**src/rtl/rom_arb_pkg.sv**
```systemverilog
// Shared types and constants for the two-port ROM arbiter.
package rom_arb_pkg;

  localparam logic PORT_A        = 1'b0;
  localparam logic PORT_B        = 1'b1;
  localparam logic ROM_CS_ACTIVE = 1'b0;

  // One in-flight ROM access, tracked until its response is steered back.
  typedef struct packed {
    logic valid;
    logic port;
    logic err;
  } tag_t;

endpackage

```
**src/rtl/rom_arb_rr.sv**
```systemverilog
// Two-way round-robin picker: combinational, the caller registers last_grant.
module rom_arb_rr
  import rom_arb_pkg::*;
(
  input  logic [1:0] valid,
  input  logic       last_grant,
  output logic [1:0] grant
);

  // Lone requester always wins; on contention the port not served last wins.
  always_comb begin
    grant = 2'b00;
    unique case (valid)
      2'b00: grant = 2'b00;
      2'b01: grant = 2'b01;
      2'b10: grant = 2'b10;
      2'b11: grant = (last_grant == PORT_B) ? 2'b01 : 2'b10;
    endcase
  end

endmodule

```
**src/rtl/rom_arbiter.sv**
```systemverilog
// Shares one single-port ROM between an instruction port (A) and a data port (B).
module rom_arbiter
  import rom_arb_pkg::*;
#(
  parameter int unsigned ADDR_WIDTH  = 16,
  parameter int unsigned DATA_WIDTH  = 32,
  parameter int unsigned DEPTH       = 16,
  parameter int unsigned ROM_LATENCY = 1
) (
  input  logic                  clk,
  input  logic                  rst,
  input  logic                  a_req_valid,
  input  logic [ADDR_WIDTH-1:0] a_req_addr,
  output logic                  a_req_ready,
  output logic                  a_rsp_valid,
  output logic [DATA_WIDTH-1:0] a_rsp_data,
  output logic                  a_rsp_err,
  input  logic                  b_req_valid,
  input  logic [ADDR_WIDTH-1:0] b_req_addr,
  output logic                  b_req_ready,
  output logic                  b_rsp_valid,
  output logic [DATA_WIDTH-1:0] b_rsp_data,
  output logic                  b_rsp_err,
  output logic                  rom_cs,
  output logic [ADDR_WIDTH-1:0] rom_addr,
  input  logic [DATA_WIDTH-1:0] rom_data
);

  // One extra bit so the range compare is a plain unsigned compare at any width.
  localparam logic [ADDR_WIDTH:0] DEPTH_EXT = (ADDR_WIDTH + 1)'(DEPTH);

  logic [1:0]            req_valid;
  logic [1:0]            grant;
  logic                  last_grant_q;
  logic                  any_grant;
  logic                  win_port;
  logic [ADDR_WIDTH-1:0] win_addr;
  logic                  win_oor;
  tag_t                  tag_d;
  tag_t                  tag_q [ROM_LATENCY];
  tag_t                  tag_out;
  logic                  rsp_live;

  // Nothing is granted while reset is held.
  assign req_valid = {b_req_valid, a_req_valid} & {2{~rst}};

  rom_arb_rr u_rr (
    .valid      (req_valid),
    .last_grant (last_grant_q),
    .grant      (grant)
  );

  assign any_grant   = |grant;
  assign win_port    = grant[1] ? PORT_B : PORT_A;
  assign win_addr    = grant[1] ? b_req_addr : a_req_addr;
  assign win_oor     = ({1'b0, win_addr} >= DEPTH_EXT);
  assign a_req_ready = grant[0];
  assign b_req_ready = grant[1];

  // Out-of-range grants are still accepted but never reach the ROM.
  always_comb begin
    rom_cs   = ~ROM_CS_ACTIVE;
    rom_addr = '0;
    if (any_grant && !win_oor) begin
      rom_cs   = ROM_CS_ACTIVE;
      rom_addr = win_addr;
    end
  end

  // Remember the winner so the other port takes the next contended cycle.
  always_ff @(posedge clk) begin
    if (rst) begin
      last_grant_q <= PORT_B;
    end else if (any_grant) begin
      last_grant_q <= win_port;
    end
  end

  assign tag_d = '{valid: any_grant, port: win_port, err: win_oor};

  // Tag pipeline matches the ROM read latency; reset drops everything in flight.
  always_ff @(posedge clk) begin
    if (rst) begin
      for (int unsigned i = 0; i < ROM_LATENCY; i++) begin
        tag_q[i] <= '0;
      end
    end else begin
      tag_q[0] <= tag_d;
      for (int unsigned i = 1; i < ROM_LATENCY; i++) begin
        tag_q[i] <= tag_q[i-1];
      end
    end
  end

  assign tag_out  = tag_q[ROM_LATENCY-1];
  assign rsp_live = tag_out.valid && !rst;

  // Steer the ROM word to whichever port owns the tag leaving the pipeline.
  always_comb begin
    a_rsp_valid = rsp_live && (tag_out.port == PORT_A);
    b_rsp_valid = rsp_live && (tag_out.port == PORT_B);
    a_rsp_err   = a_rsp_valid && tag_out.err;
    b_rsp_err   = b_rsp_valid && tag_out.err;
    a_rsp_data  = (a_rsp_valid && !tag_out.err) ? rom_data : '0;
    b_rsp_data  = (b_rsp_valid && !tag_out.err) ? rom_data : '0;
  end

endmodule

```
**config.mk**
```make
export PLATFORM = sky130hd
export DESIGN_NAME = rom_arbiter
export DESIGN_NICKNAME = d
export VERILOG_FILES = /design/src/rtl/rom_arb_pkg.sv /design/src/rtl/rom_arb_rr.sv /design/src/rtl/rom_arbiter.sv
export SDC_FILE = /design/constraint.sdc
export NUM_CORES = 1
export LEC_CHECK = 0
export ABC_AREA = 1
export CAP_MARGIN = 20
export CORE_MARGIN = 4
export CORE_UTILIZATION = 27
export CTS_CLUSTER_SIZE = 10
export DETAILED_ROUTE_END_ITERATION = 8
export PLACE_DENSITY = 0.89
export SLEW_MARGIN = 20
export SYNTH_ARGS = -nofsm -noshare
export SYNTH_HDL_FRONTEND = slang
export SYNTH_SLANG_ARGS = --single-unit
```
**constraint.sdc**
```tcl
create_clock -name clk -period 3.2 [get_ports clk]
set_input_delay 0.48 -clock clk [delete_from_list [all_inputs] [get_ports clk]]
set_output_delay 0.48 -clock clk [all_outputs]
set_load 0.005 [all_outputs]
```
# ---- Word level (Yosys, flattened, before mapping)
# Memory sizes are Yosys's and may differ from the RTL's.
# Index checks and enable logic that the tools add are counted.
dict set report totals {
  word_cells 36
  output_inout_bits 87
  mem_bits_ro 0
  ff_bits 1
  n_memories 1
  latch_bits 0
  input_bits 68
  ramBits 3
}
dict set report op_classes {
  mul 0
  addsub 0
  n_eq_ne 3
  bitwise_logic 3
  n_div 0
  muxes 13
  reduce_logical 14
  order_cmp 1
  shift 0
}
# memory depth width read_ports rd_ports_with_merged_regs wr line
set memory_table {}
lappend memory_table {tag_q 1 3 1 0 1 rom_arbiter.sv:40} ;# tag_t tag_q [ROM_LATENCY];
# cell n
set op_table {}
lappend op_table {{32-bit two-way mux} 2}
lappend op_table {{16-bit two-way mux} 2}
lappend op_table {{16-bit by 5-bit greater-or-equal comparator with 1-bit output (second input constant)} 1}
lappend op_table {{1-bit logical AND} 8}
lappend op_table {{2-bit one-hot mux with 4 select lines} 1}
lappend op_table {{1-bit two-way mux} 6}
lappend op_table {{2-bit == test (second input constant)} 2}
lappend op_table {{1-bit zero test} 3}
lappend op_table {{3-bit two-way mux} 1}
lappend op_table {{3-bit OR reduction} 1}
lappend op_table {{2-bit bitwise AND} 1}
lappend op_table {{2-bit by 1-bit == test with 1-bit output (second input constant)} 1}
lappend op_table {{2-bit zero test} 1}
lappend op_table {{2-bit two-way mux} 1}
lappend op_table {{1-bit NOT} 2}
lappend op_table {{2-bit OR reduction} 1}

# ---- Longest topological paths before layout
dict set report logic_depth {
  word_depth 9
  ltp_mapped 11
  depth_no_buf 10
}

# ---- Cells and area by module
# From an unflattened synthesis, not the netlist that was laid out.
dict set report hier_totals {
  hier_cells 203
  hier_area_um2 987.2
}
# mod cells_each seq_area_each_um2 area_each_um2 instances
set modules_own_cells {}
lappend modules_own_cells {rom_arbiter 198 80.1 965.9 1}
lappend modules_own_cells {rom_arb_rr 5 0.0 21.3 1}

# ---- Worst setup path after synthesis
# No wires, ideal clock.
dict set report synth_timing {
  path_type {input to output}
  from {input port rst}
  to {output port rom_addr[0]}
  arrival_ns 1.466
  n_path_buf 2
  cell_stages 9
  slack_ns 1.254
  required_time_ns 2.720
  path_cell_list {buf_6 inv_6 nand3_2 buf_6 o21ai_2 nand2_2 nor2_4 nand4_4 nor2_2}
}
dict set report synth_via {
  elab_chain_len 9
  elab_cells_between_ends 13
  cone_classes {order compare: 1; eq/ne: 3; mux: 3; bitwise: 2; reduce/logical: 4}
}
# element line
set synth_rtl {}
lappend synth_rtl {{start, declared} rom_arbiter.sv:11} ;# input logic rst,
lappend synth_rtl {{1-bit NOT (*)} rom_arbiter.sv:45} ;# assign req_valid = {b_req_valid, a_req_valid} & {2{~rst}};
lappend synth_rtl {{2-bit bitwise AND (*)} rom_arbiter.sv:45}
lappend synth_rtl {{2-bit == test (tied with other cells)} rom_arb_rr.sv:13} ;# unique case (valid)
lappend synth_rtl {{2-bit one-hot mux with 4 select lines (*)} rom_arb_rr.sv:13}
lappend synth_rtl {{16-bit two-way mux} rom_arbiter.sv:55} ;# assign win_addr = grant[1] ? b_req_addr : a_req_addr;
lappend synth_rtl {{16-bit by 5-bit greater-or-equal comparator with 1-bit output} rom_arbiter.sv:56} ;# assign win_oor = ({1'b0, win_addr} >= DEPTH_EXT);
lappend synth_rtl {{1-bit zero test} rom_arbiter.sv:64} ;# if (any_grant && !win_oor) begin
lappend synth_rtl {{1-bit logical AND} rom_arbiter.sv:64}
lappend synth_rtl {{16-bit two-way mux (*)} rom_arbiter.sv:64}
lappend synth_rtl {{end, declared} rom_arbiter.sv:25} ;# output logic [ADDR_WIDTH-1:0] rom_addr,
# Mark *: on every way between the ends. The rest lies on a longest branch, timed or not.

# ---- Worst setup path after layout
dict set report layout_timing {
  from {input port rst}
  to {output port rom_addr[1]}
}
# Same word-level chain as after synthesis.

==> results.cfg <==
[setup_path]
worstReg2RegStart = last_grant_q
critPathRequiredTime_ns = 2.72
worstSetupPathType = in2out
r2r-end = tag_q[0][0]
critPathMaxFanout = 7
start_kind = input pin
worst_setup_path_end_kind = output pin
arrival_ns = 2.51
ff2ff_setup_slack_ns = 1.80
reg2reg_depth = 8

[sta]
drv_slew = 0
finalCritPeriodShare_pct = 93.4
worst_slew_pin_slew_ns = 0.573
fin_skew_ns = 0.0000747
setup_tns_ns = 0
fin_crit_ns = 2.99
finalHoldViolCount = 0
rsz0062_at_grt = false
slew_headroom_pct = 61.4
fmax_ghz = 0.334
setup_viol = 0

[synthesis]
synth-seq-cells = 4
avgSynthCellArea_um2 = 4.93
ys_warn_count = 0
syn_area_mm2 = 0.00111
synth_top_family_by_area = simple AND/OR/NAND/NOR gates
seq_area_frac_synth_pct = 7.18
synth.distinct_cells = 25
synth-compound-area-share_pct = 4.26
synthCells = 226
synth_xor_area_share_pct = 0
synth-simple-area-share_pct = 54.1
synthAdderAreaFrac_pct = 0
synth_mux_area_share_pct = 0

[pwr]
power.share.clock_pct = 28.1
power.combinational.fraction_pct = 56.7
power.internal_w = 0.000258
peakVddDrop_uv = 85.9
report.power.total_w = 0.000366
switchingPower_w = 0.000109
switching_share_pct = 29.6
p_seq_share_pct = 15.1
power_density_mw_per_mm2 = 142
leakage_nw = 1.30

[routing]
vias = 1709
drt_iter0_markers = 34
routedWlPerCell_um = 10.7
antenna_left = 0
drcViolationCount = 0
vias_per_cell = 4.12
routed_wl_mm = 4.45
dr.pass1.iters = 4

[final_layout]
drive_gt1_share_pct = 7.40
fill_cells = 376
n_antenna_cell = 0
final-seq-area_um2 = 80.1
multi_input_area_um2 = 703
layout_commonest_cell = clkdlybuf4s50_1
layout_common_cells = clkdlybuf4s50_1, nor2_1, inv_1
syn_to_final_growth_pct = 131
layout.nets = 435

[clock_network]
clkLatencyLatePin_ns = 0.21
cts_buffers = 3
root_buffer = clkbuf_8
clk_path_buf_depth = 2
clkSinkCount = 4
h-tree-depth = 1
cts_tree = yes
clkTransAtPathRegs_ns = 0.03

[run_status]
status = finished, final reports clean

[die]
rows = 23
core-area_mm2 = 0.00400
die_w_um = 72.3
start_util_pct = 27.9
die_h_um = 72.3
fp.dieArea_mm2 = 0.00522
boundaryPins = 155

[flow_run]
drv_cap = 0

[hold_path]
holdPathEnd = last_grant_q
hold_start = last_grant_q
hp-class = reg2reg
hold_depth = 2

[grt]
groute.usage.overall_pct = 16.0
grt_pass1_wl_mm = 6.89
grt_start_max_net_pins = 33
gr-total-overflow = 0
grt_pass1_vias = 1579
antenna_found_initial = 0

[placement]
numPortBuffers = 142
dp.final_hpwl_mm = 4.04
gp_congestion = 0.855
-- power groups by stage --
stage	combinational [W]	sequential (W)	clock, W
5_1_grt	0.000229	0.0000558	0.000107
6_report	0.000208	0.0000555	0.000103
3_3_place_gp	0.000204	0.0000559	0
2_1_floorplan	0.0000940	0.0000557	0
4_1_cts	0.000209	0.0000555	0.000105
3_5_place_dp	0.000208	0.0000562	0
-- what timing repair did --
action	CTS	global route
resized for setup	0	2
hold buffers	0	0
endpoints found under the setup margin	0	5
setup buffers	0	0
-- registers in the layout (all words and copies together), names as in the netlist --
signal,count
last_grant_q,1
tag_q,3
-- kinds of logic after synthesis --
kind of cell,count (synthesis)
compound gates,7
buf+inv,82
flops,4
other cells,1
simple gates,132
-- through the flow --
step | hold slack (ns) | setup WS (ns) | utilization (%) | instance area, um2 | std cells
after floorplan | 0.501 | 1.25 | - | 1160 | 237
after global placement | 0.529 | 0.138 | 63.1 | 2520 | 412
after detailed placement | 0.540 | 0.0609 | 63.1 | 2520 | 412
after CTS | 0.546 | 0.0496 | 64.1 | 2560 | 415
after global routing | 0.555 | 0.0218 | 64.4 | 2570 | 415
final | 0.543 | 0.210 | 64.4 | 2570 | 415
-- synth_stat cells --
library cell / n / share of area [%]
inv_1: 58 / 20
nand2_1: 41 / 14
buf_6: 3 / 3.0
o211ai_1: 1 / 0.67
nand2_4: 1 / 1.0
nor2_1: 65 / 22
nand3_1: 3 / 1.3
nor4_1: 2 / 1.1
inv_6: 1 / 0.79
buf_4: 12 / 8.1
nor2_4: 4 / 4.0
dfxtp_1: 4 / 7.2
a211oi_1: 1 / 0.67
inv_2: 2 / 0.67
conb_1: 1 / 0.34
nor3_1: 2 / 0.90
nand3b_1: 4 / 2.7
clkbuf_1: 6 / 2.0
o21ai_2: 2 / 1.6
o21ai_0: 1 / 0.45
nand4_4: 1 / 1.9
o21ai_1: 2 / 0.90
nand2_2: 3 / 1.7
nor2_2: 5 / 2.8
nand3_2: 1 / 0.90
-- per-layer routing --
layer / GRT usage [%] / wire length, um
met1: 17.0 / 1490
met2: 31.7 / 2400
met5: 0 / 0
met3: 2.22 / 482
met4: 5.22 / 81
-- worst max path at each step --
stage           startpoint           to  slack (ns)  depth (start not counted)
2_1_floorplan          rst  rom_addr[0]        1.25                          9
3_5_place_dp   b_req_valid  rom_addr[1]        0.06                          8
4_1_cts        b_req_valid  rom_addr[1]        0.05                          8
5_1_grt        a_req_valid  rom_addr[1]        0.02                          9
6_report               rst  rom_addr[1]        0.21                         10
3_3_place_gp   b_req_valid  rom_addr[1]        0.14                          8
-- cell type report --
cell class              instances  area share [%]
multi-input cells             151            27.3
clock buffers                   3            1.60
inverters                      61            9.09
repair buffers                146            56.5
well taps                      50            2.43
flip-flops and latches          4            3.11
-- worst max-delay path, stage by stage --
cell and delay (ns):
clkdlybuf4s50_1 0.49, buf_4 0.21, nor2_4 0.16, nand3_1 0.09, nand2_1 0.08, nand2_1 0.08, nor2_4 0.15, nand4_4 0.16
nor2_2 0.11, clkdlybuf4s50_1 0.51
No activity file was read; power rests on OpenSTA's default activity.
